**config.mk**
```make
export PLATFORM = sky130hd
export DESIGN_NAME = pong_score_keeper
export DESIGN_NICKNAME = d
export VERILOG_FILES = /design/src/rtl/pong_score_keeper_pkg.sv /design/src/rtl/pong_score_keeper_bcd2_cnt.sv /design/src/rtl/pong_score_keeper.sv
export SDC_FILE = /design/constraint.sdc
export NUM_CORES = 1
export LEC_CHECK = 0
export CAP_MARGIN = 10
export CORE_ASPECT_RATIO = 0.6
export CORE_MARGIN = 2
export CORE_UTILIZATION = 58
export DETAILED_ROUTE_END_ITERATION = 8
export GPL_TIMING_DRIVEN = 0
export HOLD_SLACK_MARGIN = 0.02
export PLACE_DENSITY = 0.81
export SLEW_MARGIN = 15
export SYNTH_ARGS = -nofsm -noshare
export SYNTH_HDL_FRONTEND = slang
export SYNTH_SLANG_ARGS = --single-unit
```
**constraint.sdc**
```tcl
create_clock -name clk -period 8.8 [get_ports clk]
set_input_delay 2.64 -clock clk [delete_from_list [all_inputs] [get_ports clk]]
set_output_delay 2.64 -clock clk [all_outputs]
set_load 0.02 [all_outputs]
```
**src/rtl/pong_score_keeper_pkg.sv**
```systemverilog
// Shared types and constants for the ping-pong scoreboard.
package pong_pkg;

    typedef enum logic [1:0] {
        IDLE = 2'd0,
        PLAY = 2'd1,
        OVER = 2'd2
    } score_state_t;

    typedef logic [7:0] bcd2_t;

    localparam logic  P1      = 1'b0;
    localparam logic  P2      = 1'b1;
    localparam bcd2_t BCD_MAX = 8'h99;

    // Two-digit packed BCD to binary (0..99).
    function automatic logic [6:0] bcd2_to_bin(input bcd2_t v);
        return 7'(v[7:4]) * 7'd10 + 7'(v[3:0]);
    endfunction

endpackage

```
**src/rtl/pong_score_keeper_bcd2_cnt.sv**
```systemverilog
// Two-digit BCD counter: synchronous clear, increment enable, holds at 99.
// The next value is exported so the caller can judge the point before it lands.
module bcd2_cnt
    import pong_pkg::*;
(
    input  logic  clk,
    input  logic  rst,
    input  logic  clr,
    input  logic  inc,
    output bcd2_t value,
    output bcd2_t nxt
);

    logic       ones_wrap;
    logic [3:0] ones_inc;
    logic [3:0] tens_inc;

    // Next value: ones digit wraps 9->0 and carries into tens; 99 holds.
    always_comb begin
        ones_wrap = (value[3:0] == 4'd9);
        ones_inc  = ones_wrap ? 4'd0 : value[3:0] + 4'd1;
        tens_inc  = ones_wrap ? value[7:4] + 4'd1 : value[7:4];
        nxt       = value;
        if (clr) begin
            nxt = '0;
        end else if (inc && (value != BCD_MAX)) begin
            nxt = {tens_inc, ones_inc};
        end
    end

    // Score register.
    always_ff @(posedge clk) begin
        if (rst) begin
            value <= '0;
        end else begin
            value <= nxt;
        end
    end

endmodule

```
**src/rtl/pong_score_keeper.sv**
```systemverilog
// Match scoreboard: per-player BCD scores, first-to-WIN_PTS win-by-2,
// and serve rotation (every SERVE_SWAP points, every point in deuce).
module pong_score_keeper
    import pong_pkg::*;
#(
    parameter int WIN_PTS    = 11,
    parameter int SERVE_SWAP = 2
) (
    input  logic       clk,
    input  logic       rst,
    input  logic       start,
    input  logic       first_serve,
    input  logic       pt_p1,
    input  logic       pt_p2,
    output logic [7:0] score_p1,
    output logic [7:0] score_p2,
    output logic       serve,
    output logic       playing,
    output logic       game_over,
    output logic       winner
);

    localparam logic [6:0] WIN_B     = 7'(WIN_PTS);
    localparam logic [6:0] DEUCE_B   = 7'(WIN_PTS - 1);
    localparam logic [3:0] SWAP_LAST = 4'(SERVE_SWAP - 1);

    score_state_t state, state_nxt;
    logic         serve_nxt, winner_nxt;
    logic [3:0]   scnt, scnt_nxt;
    logic         inc_p1, inc_p2, counted;
    logic         p1_wins, p2_wins, deuce;
    bcd2_t        nxt_p1, nxt_p2;
    logic [6:0]   bin_p1, bin_p2;

    // A point counts only in PLAY, from a lone pulse, with start absent and
    // the scorer not already saturated at 99.
    assign inc_p1  = (state == PLAY) && !start && pt_p1 && !pt_p2 && (score_p1 != BCD_MAX);
    assign inc_p2  = (state == PLAY) && !start && pt_p2 && !pt_p1 && (score_p2 != BCD_MAX);
    assign counted = inc_p1 | inc_p2;

    bcd2_cnt u_cnt_p1 (
        .clk   (clk),
        .rst   (rst),
        .clr   (start),
        .inc   (inc_p1),
        .value (score_p1),
        .nxt   (nxt_p1)
    );

    bcd2_cnt u_cnt_p2 (
        .clk   (clk),
        .rst   (rst),
        .clr   (start),
        .inc   (inc_p2),
        .value (score_p2),
        .nxt   (nxt_p2)
    );

    // Win and deuce are judged on post-point scores.
    assign bin_p1  = bcd2_to_bin(nxt_p1);
    assign bin_p2  = bcd2_to_bin(nxt_p2);
    assign p1_wins = inc_p1 && (bin_p1 >= WIN_B) && (bin_p1 >= bin_p2 + 7'd2);
    assign p2_wins = inc_p2 && (bin_p2 >= WIN_B) && (bin_p2 >= bin_p1 + 7'd2);
    assign deuce   = (bin_p1 >= DEUCE_B) && (bin_p2 >= DEUCE_B);

    // Next state, winner and serve rotation; start outranks any point.
    always_comb begin
        state_nxt  = state;
        serve_nxt  = serve;
        scnt_nxt   = scnt;
        winner_nxt = winner;
        if (start) begin
            state_nxt = PLAY;
            serve_nxt = first_serve;
            scnt_nxt  = '0;
        end else if (p1_wins || p2_wins) begin
            state_nxt  = OVER;
            winner_nxt = p2_wins ? P2 : P1;
        end else if (counted) begin
            if (deuce || (scnt == SWAP_LAST)) begin
                serve_nxt = ~serve;
                scnt_nxt  = '0;
            end else begin
                scnt_nxt = scnt + 4'd1;
            end
        end
    end

    // Control registers; status flags are registered copies of the next state.
    always_ff @(posedge clk) begin
        if (rst) begin
            state     <= IDLE;
            serve     <= P1;
            scnt      <= '0;
            winner    <= P1;
            playing   <= 1'b0;
            game_over <= 1'b0;
        end else begin
            state     <= state_nxt;
            serve     <= serve_nxt;
            scnt      <= scnt_nxt;
            winner    <= winner_nxt;
            playing   <= (state_nxt == PLAY);
            game_over <= (state_nxt == OVER);
        end
    end

endmodule

```
==> results of run 1 <==
## sequential cells by signal, summed over array words and instances (netlist names)
name            flops
playing             1
state               2
scnt                4
winner              1
serve               1
u_cnt_p1.value      8
u_cnt_p2.value      8
game_over           1
## routing by layer
| metal | vias up | global-route usage | wire (um) |
|---|---|---|---|
| met3 | 4 | 0.0456 | 468 |
| met5 | - | 0 | 0 |
| met1 | 1112 | 0.384 | 3180 |
| li1 | 1203 | - | - |
| met4 | 0 | 0.0411 | 30 |
| met2 | 72 | 0.371 | 2470 |
## cell usage in the layout (no fill, tap or decap), types with 8 or more instances in the layout
cell and n:
dfxtp_1 26, xor2_1 12, inv_1 23, nand3_1 11, nor2_1 33, nand2_1 14, o21ai_0 13, clkdlybuf4s50_1 24
xnor2_1 10, ha_1 37, nor2b_1 8, a21oi_1 17, clkbuf_1 9, nor3_1 13
## final timing paths
| path | end | slack [ps] | cells past startpoint |
|---|---|---|---|
| worst max-delay path | serve | 460 | 21 |
| worst min-delay path | serve | 510 | 2 |
| worst max register to register | serve | 2720 | 23 |
| worst min register to register | serve | 510 | 2 |
## kinds of logic after synthesis
kind of cell,Yosys count
and+or+nand+nor,124
DFF,26
adders and majority gates,41
muxes,2
AOI/OAI and AO/OA,66
buffers and inverters,34
xor gates and xnor gates,23
## power by group
group | total (mW) | switching, mW | internal, mW | leakage [nW]
clock network | 0.0652 | 0.0346 | 0.0306 | 0.0216
registers | 0.120 | 0.00122 | 0.119 | 0.210
logic | 0.0198 | 0.0125 | 0.00734 | 0.910
total | 0.205 | 0.0483 | 0.157 | 1.14
## final cells by class
type,instances,area [um^2]
multi-input cells,256,2000
fillers,366,1220
flip-flops and latches,26,520
repair buffers,24,240
inverters,23,86.3
well taps,60,75.1
plain buffers,11,43.8
clock buffers,3,41.3
## Yosys cell counts, types with 10 or more instances
master and instances:
clkbuf_1 10, a21oi_1 17, nand3_1 11, nor3_1 13, xor2_1 12, dfxtp_1 26
nand2_1 14, ha_1 37, inv_1 23, nor2_1 33, o21ai_0 13, xnor2_1 10
## per-stage QoR
step / utilization / setup slack, ps / area, um^2
after floorplan: - / 1320 / 2650
after global placement: 0.699 / 44.2 / 2960
after detailed placement: 0.699 / 101 / 2960
after CTS: 0.709 / 345 / 3000
after global routing: 0.711 / 37.5 / 3010
final: 0.711 / 465 / 3010
## critical path, stage by stage
cell,delay [ps]
clkdlybuf4s50_1,470
nand4bb_1,420
nor4_2,450
o21ai_0,180
nor2_1,260
ha_1,290
ha_1,190
inv_1,60
fa_1,480
clkbuf_1,240
or3_1,390
and2_1,200
xor2_1,170
ha_1,290
nand3_1,70
o21ai_0,240
a21oi_1,130
o32ai_1,520
clkbuf_1,400
o31ai_1,130
a311oi_1,280
==> impl_metrics.py, run 1 <==
metrics = {
    "global_route": {
        "grt_pass1_vias": 2226,
        "grt_max_degree": 14,
        "grt.overflow.total": 0,
        "antenna_found_initial": 0,
        "grt_use_total": 0.251,
        "grt_pass1_wl_um": 10500,
    },
    "timing": {
        "clock_skew_ps": 5.75,
        "slew_headroom": 0.492,
        "slew_viol_final": 0,
        "period_minus_slack_ps": 8340,
        "setup_tns_ps": 0,
        "finalCritPeriodShare": 0.947,
        "worst_slew_pin_slew_ps": 751,
        "clock.fmax_mhz": 120,
        "finalSetupViolations": 0,
        "timing.hold.ws_ps": 514,
        "grt_setup_unrepaired": "false",
        "hold_viol": 0,
    },
    "clock_network": {
        "hold_buffers": 0,
        "clk_root_buffer_cell": "clkbuf_8",
        "cts_max_level": 1,
        "clk_latency_ps": 270,
        "path_clk_slew_ps": 90,
        "clockBufferDepth": 2,
        "cts_tree": "built",
        "clkSinkCount": 26,
        "cts.repair.resized": 0,
        "cts_buffers": 3,
        "postCtsSetupBuffers": 0,
    },
    "yosys": {
        "synthDistinctLibCells": 59,
        "synth_area_leader_cell": "dfxtp_1",
        "ys.warnings.count": 0,
        "synth_top_area_frac": 0.197,
        "netlist_area_um2": 2650,
        "synth_mux_area_frac": 0.00804,
        "synth_top_family_by_area": "simple AND/OR/NAND/NOR gates",
        "synthArstFlopShare": 0,
        "synthCells": 316,
        "synth_edf_count": 0,
        "synth-seq-cells": 26,
        "synth.avg_cell_area_um2": 8.37,
        "synthAdderAreaFrac": 0.205,
        "synth_compound_area_frac": 0.182,
        "yosysSeqAreaShare": 0.197,
        "synthSimpleGateAreaFrac": 0.278,
        "syn-num-nets": 363,
        "synthTopCellsByArea": "dfxtp_1, ha_1, nor2_1",
        "synthXorXnorAreaFrac": 0.0818,
        "ys.flop_type": "dfxtp_1",
    },
    "drt": {
        "drc": 0,
        "dr.pass1.iters": 5,
        "ant_nets": 0,
        "wirelength_um": 6150,
        "wl_per_cell_um": 15.3,
        "drtIter0Drc": 120,
        "viasPerCell": 5.93,
        "vias": 2391,
    },
    "die": {
        "die_x_um": 91.2,
        "dieArea_um2": 5130,
        "die_y_um": 56.3,
        "pin_count": 26,
        "rows": 18,
        "core_area_um2": 4230,
        "start_util": 0.625,
    },
    "worst_setup_path": {
        "cp-start-kind": "primary input",
        "reg2reg_from": "u_cnt_p2.value[7]",
        "cp-startpoint": "pt_p1",
        "path_class": "primary input to flop",
        "endpoint_kind": "flop",
        "cp.arrival_ps": 8510,
        "required_ps": 8980,
        "critPathMaxFanout": 10,
    },
    "pwr": {
        "total_power_mw": 0.205,
        "pwr_density_cell_nw_per_um2": 68.1,
        "leakage_nw": 1.14,
        "worst_ir_drop_vdd_v": 0.0000627,
    },
    "placed_design": {
        "gp_congestion": 0.876,
        "post-place-cells": 400,
        "dp_hpwl_um": 4940,
        "io_buffers": 24,
    },
    "outcome": {
        "status": "complete, no violations",
    },
    "min_path": {
        "hp-start": "serve",
        "hold_path_class": "flop to flop",
    },
    "job": {
        "cap_violations": 0,
    },
    "layout": {
        "antennaDiodeCount": 0,
        "drive_gt1_frac": 0.0525,
        "fin_nets": 392,
        "finalNonFillerCells": 403,
        "area_growth_pct": 13.8,
    },
}
Power figures use the tool's default switching activity.
==> run 2: changes to the inputs <==
ABC_AREA = 1   (was not set)
MAX_ROUTING_LAYER = met4   (was not set)
==> run 2 against run 1 <==
  * Power rose by 8.1%
  * Die area fell by 0.89%
  * Synthesized cell count rose by 27%
  * Largest cell class unchanged
==> impl_metrics.py, run 2 <==
metrics = {
    "outcome": {
        "status": "complete, no violations",
    },
    "die": {
        "die_x_um": 90.8,
        "rows": 18,
        "dieArea_um2": 5090,
        "start_util": 0.622,
        "core_area_um2": 4210,
        "pin_count": 26,
        "die_y_um": 56.1,
    },
    "yosys": {
        "synthDistinctLibCells": 27,
        "synthAdderAreaFrac": 0.207,
        "synth_edf_count": 0,
        "synthCells": 402,
        "ys.warnings.count": 0,
        "ys.flop_type": "dfxtp_1",
        "synth_common_cells": "nand2_1, inv_1, nor2_1, ha_1, dfxtp_1",
        "netlist_area_um2": 2620,
        "synth-seq-cells": 26,
        "synth_mux_area_frac": 0,
        "synthTopCellsByArea": "dfxtp_1, ha_1, nand2_1",
        "yosysSeqAreaShare": 0.199,
        "synth.avg_cell_area_um2": 6.52,
        "syn-num-nets": 449,
        "post-synth-top-count-cell": "nand2_1",
        "synth_area_leader_cell": "dfxtp_1",
        "synth_top_area_frac": 0.199,
        "synth_top_family_by_area": "simple AND/OR/NAND/NOR gates",
        "synth_compound_area_frac": 0.0707,
        "synthXorXnorAreaFrac": 0.0501,
        "synthSimpleGateAreaFrac": 0.352,
        "synthArstFlopShare": 0,
    },
    "worst_setup_path": {
        "slowest_stage": "clkdlybuf4s50_1",
        "cp-start-kind": "primary input",
        "path_class": "primary input to flop",
        "required_ps": 8950,
        "endpoint_kind": "flop",
        "reg2reg_to": "scnt[1]",
        "worstRegToRegCells": 37,
        "reg2reg_slack_ps": 3440,
        "max_stage_delay_ps": 530,
        "critPathMaxFanout": 10,
        "cp.arrival_ps": 8030,
        "cp_common_cell": "nand2_1",
        "reg2reg_from": "u_cnt_p2.value[5]",
    },
    "clock_network": {
        "cts_tree": "built",
        "cts_max_level": 1,
        "clkSinkCount": 26,
        "postCtsSetupBuffers": 0,
        "clockBufferDepth": 2,
        "path_clk_slew_ps": 90,
        "clk_root_buffer_cell": "clkbuf_8",
        "cts_buffers": 3,
        "cts.repair.resized": 0,
        "hold_buffers": 0,
        "clk_latency_ps": 270,
    },
    "timing": {
        "finalCritPeriodShare": 0.896,
        "clock.fmax_mhz": 127,
        "clock_skew_ps": 4.04,
        "worst_slew_pin_slew_ps": 636,
        "setup_ws_ps": 914,
        "setup_tns_ps": 0,
        "period_minus_slack_ps": 7890,
        "slew_viol_final": 0,
        "grt_setup_unrepaired": "false",
        "hold_viol": 0,
        "finalSetupViolations": 0,
        "timing.hold.ws_ps": 476,
        "slew_headroom": 0.573,
    },
    "pwr": {
        "worst_ir_drop_vdd_v": 0.0000818,
        "leakage_nw": 1.51,
        "pwr_density_cell_nw_per_um2": 73.9,
        "total_power_mw": 0.222,
    },
    "layout": {
        "reg_top3": "u_cnt_p1.value (8), u_cnt_p2.value (8), scnt (4)",
        "fin_util": 0.712,
        "layout_common_cells": "nand2_1, inv_1, nor2_1, ha_1, dfxtp_1",
        "final_common_cell": "nand2_1",
        "drive_gt1_frac": 0.0766,
        "area_growth_pct": 14.5,
        "fin_area_um2": 3000,
        "antennaDiodeCount": 0,
        "fin_nets": 479,
        "finalNonFillerCells": 491,
    },
    "placed_design": {
        "post-place-cells": 487,
        "io_buffers": 25,
        "dp_slack_ps": 728,
        "place_area_um2": 2950,
        "gp_congestion": 0.917,
        "dp_hpwl_um": 5160,
    },
    "global_route": {
        "grt.met2_usage": 0.406,
        "grt_pass1_wl_um": 10600,
        "grt_pass1_vias": 2322,
        "use_met3": 0.0366,
        "grt.overflow.total": 0,
        "grt-busiest-layer": "met2",
        "grt_use_total": 0.264,
        "met1_usage": 0.378,
        "antenna_found_initial": 0,
        "grt_max_degree": 15,
    },
    "drt": {
        "ant_nets": 0,
        "wirelength_um": 6230,
        "vias": 2524,
        "drc": 0,
        "drtIter0Drc": 164,
        "wl_per_cell_um": 12.7,
        "viasPerCell": 5.14,
        "dr.pass1.iters": 5,
    },
    "min_path": {
        "hold_path_class": "flop to flop",
        "hold_depth": 2,
        "hold-path-endpoint": "winner",
        "hp-start": "winner",
    },
    "job": {
        "cap_violations": 0,
    },
}
==> run 2: changes by cell type after synthesis, sizes merged, moves of 6 or more <==
cell	before	now
inv	23	80
xnor2	10	2
nor2	33	56
clkbuf	10	4
nand4	3	11
nand3	11	28
nor2b	8	0
nor3	13	6
nor3b	7	0
nand2b	6	0
o31ai	6	0
nand2	14	91
==> run 2: layout make-up <==
cell class | instances | area [um^2]
multi-input combinational | 292 | 1780
inverter | 80 | 303
sequential | 26 | 520
timing repair buffer | 25 | 250
buffer | 4 | 15.0
fill | 392 | 1210
clock buffer | 4 | 55.1
tap | 60 | 75.1
==> run 2: routing by layer <==
layer	wire length (um)	vias to the layer above	part of all wire
li1	-	1325	-
met5	0	-	0
met2	2640	71	0.42
met4	38	0	0.0061
met3	352	6	0.056
met1	3200	1122	0.51
==> run 2: worst max path at each step <==
stage | slack, ps | startpoint | endpoint
after CTS | 1010 | start | scnt[1]
after global placement | 840 | start | scnt[1]
final | 910 | start | scnt[1]
after global routing | 450 | start | scnt[1]
after floorplan | 2200 | start | scnt[1]
after detailed placement | 730 | start | scnt[1]
==> run 2: kinds of logic (layout without fill, tap and decap cells) <==
| logic type | after synthesis | in the layout |
|---|---|---|
| XOR/XNOR | 15 | 15 |
| buffers and inverters | 84 | 113 |
| AND/OR/NAND/NOR | 201 | 201 |
| flip-flops | 26 | 26 |
| AO/OA/AOI/OAI | 35 | 35 |
| adder cells (fa/ha/maj) | 41 | 41 |
==> run 2: worst max-delay path, delay by kind of cell <==
family | cells | cell delay, ps
adder cells (fa/ha/maj) | 4 | 1290
AND/OR/NAND/NOR | 19 | 2300
AO/OA/AOI/OAI | 4 | 430
buffers and inverters | 8 | 1090
XOR/XNOR | 1 | 250
==> run 2: report_power, final <==
group / leakage [nW] / internal, mW / total [mW] / switching [mW]
Combinational: 1.27 / 0.00847 / 0.0237 / 0.0152
Sequential: 0.210 / 0.119 / 0.120 / 0.00108
Clock: 0.0288 / 0.0400 / 0.0781 / 0.0381
==> run 3: changes to the inputs <==
HOLD_SLACK_MARGIN = not set   (was 0.02)
==> results of run 3 <==
Same layout as run 2: the final DEF is identical, and so are final timing and power.
